$ cat config.mk
export PLATFORM = sky130hd
export DESIGN_NAME = f8_regfile_mp_flat
export DESIGN_NICKNAME = d
export VERILOG_FILES = /design/src/rtl/f8_pkg.sv /design/src/rtl/f8_regfile_mp_if.sv /design/src/rtl/f8_lane_merge.sv /design/src/rtl/f8_regfile_mp.sv /design/src/flat_wrapper.sv
export SDC_FILE = /design/constraint.sdc
export NUM_CORES = 1
export LEC_CHECK = 0
export CAP_MARGIN = 20
export CORE_UTILIZATION = 50
export DETAILED_ROUTE_END_ITERATION = 10
export GPL_TIMING_DRIVEN = 0
export PLACE_DENSITY = 0.87
export SETUP_SLACK_MARGIN = 0.02
export SYNTH_ARGS = -nofsm -noshare
export SYNTH_HDL_FRONTEND = slang
export SYNTH_HIERARCHICAL = 1
export SYNTH_SLANG_ARGS = --single-unit
export TNS_END_PERCENT = 50
$ cat constraint.sdc
create_clock -name clk -period 2.5 [get_ports clk]
set_clock_uncertainty 0.05 [all_clocks]
set_input_delay 0.5 -clock clk [delete_from_list [all_inputs] [get_ports clk]]
set_output_delay 0.5 -clock clk [all_outputs]
set_load 0.01 [all_outputs]
$ cat src/rtl/f8_pkg.sv
// f8_pkg: shared constants, types and helpers for the f8 register file.
// Contents: LANE_W (bits per byte lane), lane_mask_t (lane mask of the
// default 16-bit configuration) and addr_w() (register address width).
package f8_pkg;
    localparam int LANE_W = 8;
    localparam int DEF_LANES = 2;
    typedef logic [DEF_LANES-1:0] lane_mask_t;
    function automatic int addr_w(input int n);
        return (n <= 2) ? 1 : $clog2(n);
    endfunction
endpackage

$ cat src/rtl/f8_regfile_mp_if.sv
// f8_regfile_mp_if: read, write and scoreboard bus of the f8 register file.
// master: core side (drives addresses, write data/enables, pend_*).
// slave: register file side (drives rd_data, rd_next, rd_busy, pend_err).
interface f8_regfile_mp_if
    import f8_pkg::*;
#(
    parameter int NREGS = 3,
    parameter int WIDTH = 16,
    parameter int NRD   = 3,
    parameter int NWR   = 2
);
    localparam int AW = addr_w(NREGS);
    localparam int LANES = WIDTH / LANE_W;
    logic [NRD-1:0][AW-1:0]    rd_addr;
    logic [NRD-1:0][WIDTH-1:0] rd_data;
    logic [NRD-1:0][WIDTH-1:0] rd_next;
    logic [NRD-1:0][LANES-1:0] rd_busy;
    logic [NWR-1:0][AW-1:0]    wr_addr;
    logic [NWR-1:0][WIDTH-1:0] wr_data;
    logic [NWR-1:0][LANES-1:0] wr_en;
    logic                      pend_set;
    logic [AW-1:0]             pend_addr;
    logic [LANES-1:0]          pend_lanes;
    logic                      pend_err;
    modport master (
        output rd_addr, wr_addr, wr_data, wr_en, pend_set, pend_addr, pend_lanes,
        input  rd_data, rd_next, rd_busy, pend_err
    );
    modport slave (
        input  rd_addr, wr_addr, wr_data, wr_en, pend_set, pend_addr, pend_lanes,
        output rd_data, rd_next, rd_busy, pend_err
    );
endinterface

$ cat src/rtl/f8_lane_merge.sv
// f8_lane_merge: priority merge of all write ports into one register.
// old_val: stored value; hit: per-port address match; wr_en/wr_data: port
// lanes and data; new_val: value after the edge; written: lanes any port writes.
module f8_lane_merge
    import f8_pkg::*;
#(
    parameter int NWR   = 2,
    parameter int WIDTH = 16
) (
    input  logic [WIDTH-1:0]                      old_val,
    input  logic [NWR-1:0]                        hit,
    input  logic [NWR-1:0][WIDTH/LANE_W-1:0]      wr_en,
    input  logic [NWR-1:0][WIDTH-1:0]             wr_data,
    output logic [WIDTH-1:0]                      new_val,
    output logic [WIDTH/LANE_W-1:0]               written
);
    localparam int LANES = WIDTH / LANE_W;
    // ascending port order so the highest-index writer lands last and wins
    always_comb begin
        new_val = old_val;
        written = '0;
        for (int p = 0; p < NWR; p++)
            for (int k = 0; k < LANES; k++)
                if (hit[p] && wr_en[p][k]) begin
                    new_val[k*LANE_W +: LANE_W] = wr_data[p][k*LANE_W +: LANE_W];
                    written[k] = 1'b1;
                end
    end
endmodule

$ cat src/rtl/f8_regfile_mp.sv
// f8_regfile_mp: multi-port byte-lane register file with forwarded reads and
// a per-lane pending-load scoreboard.
// clk: rising-edge clock; reset_n: asynchronous active-low reset;
// bus: reads (rd_addr -> rd_data/rd_next/rd_busy), writes (wr_addr/wr_data/
// wr_en), load marking (pend_set/pend_addr/pend_lanes) and sticky pend_err.
module f8_regfile_mp
    import f8_pkg::*;
#(
    parameter int              NREGS       = 3,
    parameter int              WIDTH       = 16,
    parameter int              NRD         = 3,
    parameter int              NWR         = 2,
    parameter logic [WIDTH-1:0] RESET_VALUE = '0
) (
    input logic            clk,
    input logic            reset_n,
    f8_regfile_mp_if.slave bus
);
    localparam int AW = addr_w(NREGS);
    localparam int LANES = WIDTH / LANE_W;
    logic [NREGS-1:0][WIDTH-1:0] regs_q, regs_d, merged;
    logic [NREGS-1:0][LANES-1:0] pend_q, pend_d, written, set_m;
    logic                        err_q, err_d;
    // out-of-range addresses match no register, so they are ignored
    for (genvar r = 0; r < NREGS; r++) begin : g_reg
        logic [NWR-1:0] hit;
        for (genvar p = 0; p < NWR; p++) begin : g_hit
            assign hit[p] = bus.wr_addr[p] == AW'(r);
        end
        assign set_m[r] = (bus.pend_set && bus.pend_addr == AW'(r)) ? bus.pend_lanes : '0;
        f8_lane_merge #(.NWR(NWR), .WIDTH(WIDTH)) u_merge (
            .old_val (regs_q[r]),
            .hit     (hit),
            .wr_en   (bus.wr_en),
            .wr_data (bus.wr_data),
            .new_val (merged[r]),
            .written (written[r])
        );
    end
    // a new load supersedes a same-cycle writeback, so set is ORed after clear
    always_comb begin
        regs_d = merged;
        pend_d = pend_q;
        err_d = err_q;
        for (int i = 0; i < NREGS; i++) begin
            pend_d[i] = (pend_q[i] & ~written[i]) | set_m[i];
            err_d = err_d | (|(set_m[i] & pend_q[i] & ~written[i]));
        end
    end
    always_ff @(posedge clk or negedge reset_n) begin
        if (!reset_n) begin
            regs_q <= {NREGS{RESET_VALUE}};
            pend_q <= '0;
            err_q <= 1'b0;
        end else begin
            regs_q <= regs_d;
            pend_q <= pend_d;
            err_q <= err_d;
        end
    end
    // rd_next falls back to stored data while in reset, since no edge will commit
    always_comb begin
        for (int i = 0; i < NRD; i++) begin
            bus.rd_data[i] = '0;
            bus.rd_next[i] = '0;
            bus.rd_busy[i] = '0;
            for (int j = 0; j < NREGS; j++)
                if (bus.rd_addr[i] == AW'(j)) begin
                    bus.rd_data[i] = regs_q[j];
                    bus.rd_next[i] = reset_n ? merged[j] : regs_q[j];
                    bus.rd_busy[i] = pend_q[j];
                end
        end
    end
    assign bus.pend_err = err_q;
endmodule

$ cat src/flat_wrapper.sv
// flat-port wrapper written by rule: the top's interface ports become plain ports
module f8_regfile_mp_flat import f8_pkg::*;
#(
    parameter int              NREGS       = 3,
    parameter int              WIDTH       = 16,
    parameter int              NRD         = 3,
    parameter int              NWR         = 2,
    parameter logic [WIDTH-1:0] RESET_VALUE = '0
)
  (clk, reset_n, bus_rd_addr, bus_wr_addr, bus_wr_data, bus_wr_en, bus_pend_set, bus_pend_addr, bus_pend_lanes, bus_rd_data, bus_rd_next, bus_rd_busy, bus_pend_err);
  f8_regfile_mp_if #(.NREGS(NREGS), .WIDTH(WIDTH), .NRD(NRD), .NWR(NWR)) bus_i ();
  input logic clk;
  input logic reset_n;
  input wire logic [$bits(bus_i.rd_addr)-1:0] bus_rd_addr;
  input wire logic [$bits(bus_i.wr_addr)-1:0] bus_wr_addr;
  input wire logic [$bits(bus_i.wr_data)-1:0] bus_wr_data;
  input wire logic [$bits(bus_i.wr_en)-1:0] bus_wr_en;
  input wire logic [$bits(bus_i.pend_set)-1:0] bus_pend_set;
  input wire logic [$bits(bus_i.pend_addr)-1:0] bus_pend_addr;
  input wire logic [$bits(bus_i.pend_lanes)-1:0] bus_pend_lanes;
  output wire logic [$bits(bus_i.rd_data)-1:0] bus_rd_data;
  output wire logic [$bits(bus_i.rd_next)-1:0] bus_rd_next;
  output wire logic [$bits(bus_i.rd_busy)-1:0] bus_rd_busy;
  output wire logic [$bits(bus_i.pend_err)-1:0] bus_pend_err;
  assign bus_i.rd_addr = bus_rd_addr;
  assign bus_i.wr_addr = bus_wr_addr;
  assign bus_i.wr_data = bus_wr_data;
  assign bus_i.wr_en = bus_wr_en;
  assign bus_i.pend_set = bus_pend_set;
  assign bus_i.pend_addr = bus_pend_addr;
  assign bus_i.pend_lanes = bus_pend_lanes;
  assign bus_rd_data = bus_i.rd_data;
  assign bus_rd_next = bus_i.rd_next;
  assign bus_rd_busy = bus_i.rd_busy;
  assign bus_pend_err = bus_i.pend_err;
  f8_regfile_mp #(.NREGS(NREGS), .WIDTH(WIDTH), .NRD(NRD), .NWR(NWR), .RESET_VALUE(RESET_VALUE)) u_core (.clk(clk), .reset_n(reset_n), .bus(bus_i));
endmodule
==> results of run 1 <==
## flip-flops by register name, summed over array words and instances, names as in the netlist
name	flops
u_core/regs_q	48
u_core/pend_q	6
u_core/bus.pend_err	1
## worst register-to-register path, delay by kind of cell, from the launching register on
kind / cells / cell delay, ns
compound gates: 2 / 0.33
flops: 1 / 0.44
buf+inv: 5 / 0.66
## worst min-delay path by stage
stage | cells past startpoint | from | endpoint | slack (ns)
after floorplan | 0 | reset_n | u_core/bus.pend_err$_DFF_PN0_ | 0.15
after global placement | 2 | u_core/bus.pend_err$_DFF_PN0_ | u_core/bus.pend_err$_DFF_PN0_ | 0.46
after detailed placement | 2 | u_core/bus.pend_err$_DFF_PN0_ | u_core/bus.pend_err$_DFF_PN0_ | 0.46
after CTS | 2 | reset_n | u_core/regs_q[32]$_DFF_PN0_ | 0.10
after global routing | 2 | reset_n | u_core/regs_q[20]$_DFF_PN0_ | 0.11
final | 2 | reset_n | u_core/regs_q[34]$_DFF_PN0_ | 0.11
## metrics by stage
stage	util (%)	cells	TNS [ns]	setup slack [ns]
final	80.0	1019	-5.18	-0.303
after global routing	80.0	1019	-6.32	-0.253
after CTS	74.0	1000	-0.952	-0.0928
after detailed placement	66.3	964	-76.43	-1.52
after global placement	66.2	963	-200.63	-2.82
after floorplan	-	673	0	0.226
## cell type report
type,count,area (µm²),area share [%]
Multi-Input combinational cell,548,5070,55.1
Timing Repair Buffer,193,1750,19.0
Sequential cell,55,1380,14.9
Buffer,68,643,6.98
Tap cell,143,179,1.94
Clock buffer,6,139,1.51
Clock inverter,2,35.0,0.380
Inverter,4,15.0,0.163
## layout by cell type, fill, tap and decap left out, drive strengths merged
| cell | synthesis | layout |
|---|---|---|
| buf | 53 | 150 |
| mux2i | 118 | 118 |
| nand2 | 69 | 71 |
| dfrtp | 55 | 55 |
| o21ai | 51 | 51 |
| o22ai | 51 | 51 |
| and3b | 49 | 49 |
| nand3 | 48 | 48 |
| a21bo | 48 | 48 |
| a31oi | 48 | 48 |
| clkdlybuf4s50 | 0 | 41 |
| mux2 | 32 | 32 |
| dlygate4sd2 | 0 | 28 |
| clkbuf | 15 | 25 |
| dlymetal6s2s | 0 | 23 |
| nor2b | 13 | 13 |
| inv | 4 | 4 |
| nand2b | 3 | 3 |
| nand4 | 3 | 3 |
| or2 | 2 | 2 |
| a32o | 2 | 2 |
| nor2 | 2 | 2 |
| a31o | 2 | 2 |
| bufinv | 0 | 1 |
| clkinv | 0 | 1 |
| and4b | 1 | 1 |
| nor4bb | 1 | 1 |
| nor3b | 1 | 1 |
| o211ai | 1 | 1 |
| a221oi | 1 | 1 |
## power groups by stage
stage,registers [mW],logic (mW),clock network (mW)
2_1_floorplan,1.19,1.26,0
3_3_place_gp,1.24,2.17,0
3_5_place_dp,1.26,2.22,0
4_1_cts,1.25,2.38,0.847
5_1_grt,1.30,2.85,0.897
6_report,1.31,2.78,0.859
## timing repair
action	CTS	global route
pin swaps	34	44
setup buffers	23	17
endpoints found under the hold margin	25	0
endpoints found under the setup margin	80	79
gates resized for setup	401	119
hold buffers	1	0
cloned	4	4
## kinds of logic after synthesis
family                 share of synthesized area (%)
AOI/OAI and AO/OA                               23.6
buffers and inverters                           8.82
DFF                                             23.0
muxes                                           26.0
and+or+nand+nor                                 18.6
## per-layer routing
metal	GRT usage, %	part of all wire [%]
met1	51.9	34
met3	9.51	14
met4	30.7	8.7
met2	68.5	43
met5	0	0
==> flow_metrics.env, run 1 <==
export IMPL_port_buffers=147
export IMPL_cp_arrival_ns=2.25
export IMPL_cpLargestDelayFamily="buffers and inverters"
export IMPL_slowest_delay_ns=0.30
export IMPL_cp_cell_sequence="buf_8, nor2_4, buf_12, buf_12, nand3_1, a31oi_2, mux2_4, mux2i_1, o22ai_1, buf_2"
export IMPL_internal_power_mw=2.93
export IMPL_gp_congestion=0.985
export IMPL_swShare_pct=40.8
export IMPL_critPathSlowestCell="a31oi_2"
export IMPL_crit_path_start_kind="input port"
export IMPL_share_comb_of_total_power_pct=56.2
export IMPL_fin_nets=928
export IMPL_grt_pass1_wl_mm=41.1
export IMPL_synthesis_area_per_instance_um2=8.88
export IMPL_startpoint="bus_wr_addr[1]"
export IMPL_syn_nets=726
export IMPL_core_region_area_um2=11500
export IMPL_cp_end_kind="primary output"
export IMPL_worstMarginPinSlew_ns=0.774
export IMPL_grtUsageTotal_pct=43.1
export IMPL_slew_viol_final=0
export IMPL_failed_checks="DRC, setup timing"
export IMPL_pwr_share_seq_pct=26.4
export IMPL_drc=22
export IMPL_syn_inst=673
export IMPL_r2r_start="u_core/regs_q[12]$_DFF_PN0_"
export IMPL_critPathCapture="bus_rd_next[4]"
export IMPL_async_flop_share_pct=100
export IMPL_hold_viol_final=0
export IMPL_die_height_um=111
export IMPL_start_util_pct=51.9
export IMPL_cts_tree="built"
export IMPL_ys_warn_count=6
export IMPL_dpl_hpwl_mm=17.4
export IMPL_wl_per_cell_um=30.2
export IMPL_crit_top_cell="buf_12"
export IMPL_synth_edff_count=0
export IMPL_whs_ns=0.112
export IMPL_clock_path_buffers=2
export IMPL_fmax_mhz=357
export IMPL_synthFlopType="dfrtp_1"
export IMPL_drt_iter0_markers=1352
export IMPL_fin_crit_ns=2.80
export IMPL_cellLeakagePower_nw=4.49
export IMPL_overflow=0
export IMPL_synth_top_area_cell="dfrtp_1"
export IMPL_critPathRequiredTime_ns=1.95
export IMPL_period_share_pct=112
export IMPL_setup_violations_final=60
export IMPL_rows=39
export IMPL_ioPinCount=156
export IMPL_postPlaceCellArea_um2=7640
export IMPL_numCtsBuffers=5
export IMPL_rsz0062_at_grt="yes"
export IMPL_grt_pass1_vias=7456
export IMPL_num_vias=7764
export IMPL_design_area_um2=9220
export IMPL_firstDrtPassIters=8
export IMPL_final_antenna_net_count=0
export IMPL_power_frac_clock_pct=17.4
export IMPL_insertedDiodeCount=0
export IMPL_p_sw_mw=2.01
export IMPL_n_fill_cell=694
export IMPL_viasPerCell=7.62
export IMPL_reg2reg_to="u_core/regs_q[12]$_DFF_PN0_"
export IMPL_maxCapViolations=0
export IMPL_worstSetupPathDepth=10
export IMPL_seq_area_frac_synth_pct=23.0
export IMPL_max_slew_margin_pct=48.4
export IMPL_area_growth_pct=54.3
export IMPL_setup_ws_ns=-0.303
export IMPL_rrSetupSlack_ns=0.92
export IMPL_pwr_density_cell_nw_per_um2=536
export IMPL_ys_top_cells_by_count="mux2i_1 (118), nand2_1 (63), dfrtp_1 (55)"
export IMPL_criticalPathCategory="in -> out"
export IMPL_reg2reg_depth=7
export IMPL_synth_top_cell_area_share_pct=23.0
export IMPL_critPathBufInv=4
export IMPL_status="finished, violations left"
export IMPL_synthesis_area_um2=5970
export IMPL_clockRootBuffer="clkbuf_16"
export IMPL_hp_class="in -> async"
export IMPL_drive_gt1_share_pct=37.0
export IMPL_yosysMostFrequentCell="mux2i_1"
export IMPL_antenna_found_initial=0
export IMPL_synth_seq_cells=55
export IMPL_grt_max_degree=31
export IMPL_clk_pin_slew_ns=0.08
export IMPL_path_max_fanout=8
export IMPL_die_area_um2=12400
export IMPL_netlist_top_cells_area="dfrtp_1 (23%), mux2i_1 (20%), and3b_1 (7.2%)"
export IMPL_peakVddDrop_mv=0.405
export IMPL_power_total_mw=4.94
export IMPL_totalWireLength_mm=30.8
export IMPL_cts_max_level=2
export IMPL_die_w_um=111
export IMPL_synth_cell_types=34
export IMPL_insertion_delay_ns=0.29
export IMPL_clock_sinks=55
Note: power is estimated with default switching activity, not from simulation.
==> inputs of run 2 (changes only) <==
- CORE_UTILIZATION: 50 -> 51
- PLACE_DENSITY: 0.87 -> 0.88
- RECOVER_POWER: not set -> 25
==> flow_metrics.env, run 2 (synthesis gave the netlist of run 1 again) <==
export IMPL_status="finished, violations left"
export IMPL_failed_checks="capacitance limit, slew limit, setup timing"
export IMPL_rows=39
export IMPL_area_growth_pct=47.0
export IMPL_dpl_hpwl_mm=17.7
export IMPL_die_area_um2=12200
export IMPL_pwr_density_cell_nw_per_um2=526
export IMPL_die_height_um=110
export IMPL_critPathRequiredTime_ns=1.95
export IMPL_clock_path_buffers=2
export IMPL_firstDrtPassIters=9
export IMPL_path_max_fanout=5
export IMPL_numCtsBuffers=5
export IMPL_criticalPathCategory="in -> out"
export IMPL_fin_util_pct=76.9
export IMPL_fin_nets=916
export IMPL_top_register="u_core/regs_q"
export IMPL_worstSetupPathDepth=11
export IMPL_wl_per_cell_um=28.7
export IMPL_insertion_delay_ns=0.30
export IMPL_period_share_pct=108
export IMPL_cts_tree="built"
export IMPL_hp_class="reg -> reg"
export IMPL_fmax_mhz=371
export IMPL_maxCapViolations=2
export IMPL_cp_cell_sequence="buf_8, nor2b_4, buf_12, buf_12, buf_12, a21bo_4, a31oi_4, mux2_4, mux2i_1, o22ai_1, buf_2"
export IMPL_cts_max_level=2
export IMPL_viasPerCell=7.26
export IMPL_drc=0
export IMPL_reg2reg_depth=7
export IMPL_die_w_um=110
export IMPL_seq_area_um2=1380
export IMPL_antenna_found_initial=1
export IMPL_rsz0062_at_grt="yes"
export IMPL_slowest_delay_ns=0.21
export IMPL_peakVddDrop_mv=0.367
export IMPL_start_util_pct=52.3
export IMPL_setup_violations_final=48
export IMPL_totalWireLength_mm=28.9
export IMPL_fin_crit_ns=2.70
export IMPL_worstMarginPinSlew_ns=1.82
export IMPL_cp_arrival_ns=2.15
export IMPL_setup_ws_ns=-0.198
export IMPL_postPlaceCellArea_um2=7640
export IMPL_drive_gt1_share_pct=33.6
export IMPL_crit_top_cell="buf_12"
export IMPL_grtUsageTotal_pct=46.1
export IMPL_cpLargestDelayFamily="buffers and inverters"
export IMPL_grt_pass1_wl_mm=40.7
export IMPL_max_slew_margin_pct=-21.5
export IMPL_hold_viol_final=0
export IMPL_hold_path_depth=2
export IMPL_critPathBufInv=5
export IMPL_layout_commonest_cell="mux2i_1"
export IMPL_clk_pin_slew_ns=0.07
export IMPL_finalNonFillerCells=1007
export IMPL_port_buffers=147
export IMPL_largest_reg_flops=48
export IMPL_multiInputGateArea_um2=4760
export IMPL_ioPinCount=156
export IMPL_drt_iter0_markers=1181
export IMPL_overflow=0
export IMPL_core_region_area_um2=11400
export IMPL_grt_max_degree=29
export IMPL_grt_pass1_vias=7013
export IMPL_num_vias=7308
export IMPL_cp_end_kind="primary output"
export IMPL_design_area_um2=8780
export IMPL_final_cell_mix="mux2i_1 (101), nand2_1 (63), buf_2 (59), dfrtp_1 (55), o21ai_0 (50)"
export IMPL_n_fill_cell=777
export IMPL_clock_sinks=55
export IMPL_slew_viol_final=57
export IMPL_dpl_cell_count=964
export IMPL_cellLeakagePower_nw=4.41
export IMPL_power_total_mw=4.61
export IMPL_critPathSlowestCell="a21bo_4"
export IMPL_final_antenna_net_count=0
export IMPL_gp_congestion=0.989
export IMPL_clockRootBuffer="clkbuf_16"
export IMPL_crit_path_start_kind="input port"
[run 2: cell types whose count changed in the layout (fill, tap and decap cells not counted), moves of 6 or more]
cell / previous run / this run
buf_4: 40 / 34
nand3_1: 35 / 41
buf_6: 28 / 21
dlygate4sd2_1: 28 / 21
nand3_2: 10 / 4
a31oi_4: 22 / 9
a31oi_2: 21 / 29
[run 2: layout make-up]
class	count	share of cell area, %
Sequential cell	55	15.7
Buffer	67	7.05
Antenna cell	1	0.0285
Tap cell	143	2.04
Timing Repair Buffer	183	19.2
Clock buffer	6	1.58
Clock inverter	1	0.0570
Inverter	4	0.171
Multi-Input combinational cell	547	54.2
[run 2: report_power, final]
part | internal [mW] | switching (mW) | total [mW] | leakage [nW]
logic | 1.29 | 1.28 | 2.57 | 3.69
clock network | 0.394 | 0.359 | 0.753 | 0.0727
registers | 1.04 | 0.254 | 1.29 | 0.646
[run 2: worst paths after layout]
path | start | endpoint | slack (ns)
setup / recovery | bus_wr_addr[0] | bus_rd_next[18] | -0.20
hold / removal | u_core/bus.pend_err$_DFF_PN0_ | u_core/bus.pend_err$_DFF_PN0_ | 0.50
setup reg to reg | u_core/regs_q[3]$_DFF_PN0_ | u_core/regs_q[3]$_DFF_PN0_ | 0.94
hold reg to reg | u_core/bus.pend_err$_DFF_PN0_ | u_core/bus.pend_err$_DFF_PN0_ | 0.50
max in group asynchronous | reset_n | u_core/regs_q[12]$_DFF_PN0_ | 0.59
min in group asynchronous | reset_n | u_core/regs_q[34]$_DFF_PN0_ | 0.70
[run 2: worst min-delay path, stage by stage (launching register included)]
cell      delay, ns
dfrtp_1        0.36
a221oi_1       0.06
nand4_1        0.09
[run 2: stage by stage]
step	TNS, ns	hold WS, ns	worst slack, ns
2_1_floorplan	0	0.154	0.226
3_3_place_gp	-203.19	0.468	-2.86
3_5_place_dp	-77.15	0.468	-1.54
4_1_cts	-1.78	0.0903	-0.118
5_1_grt	-7.47	0.510	-0.277
6_report	-5.99	0.499	-0.198
[run 2: per-layer routing]
metal	vias up	GRT usage [%]	share of wire, %
li1	2933	-	-
met1	3469	56.2	36
met2	699	69.5	44
met3	207	12.6	13
met4	0	34.4	7.5
met5	-	0	0
[run 2: repair_timing]
item	CTS	global route
gates cloned	4	2
hold buffers	1	0
endpoints found under the setup margin	80	81
gates resized for setup	395	67
pin swaps	45	15
setup buffers	21	8
endpoints found under the hold margin	27	0
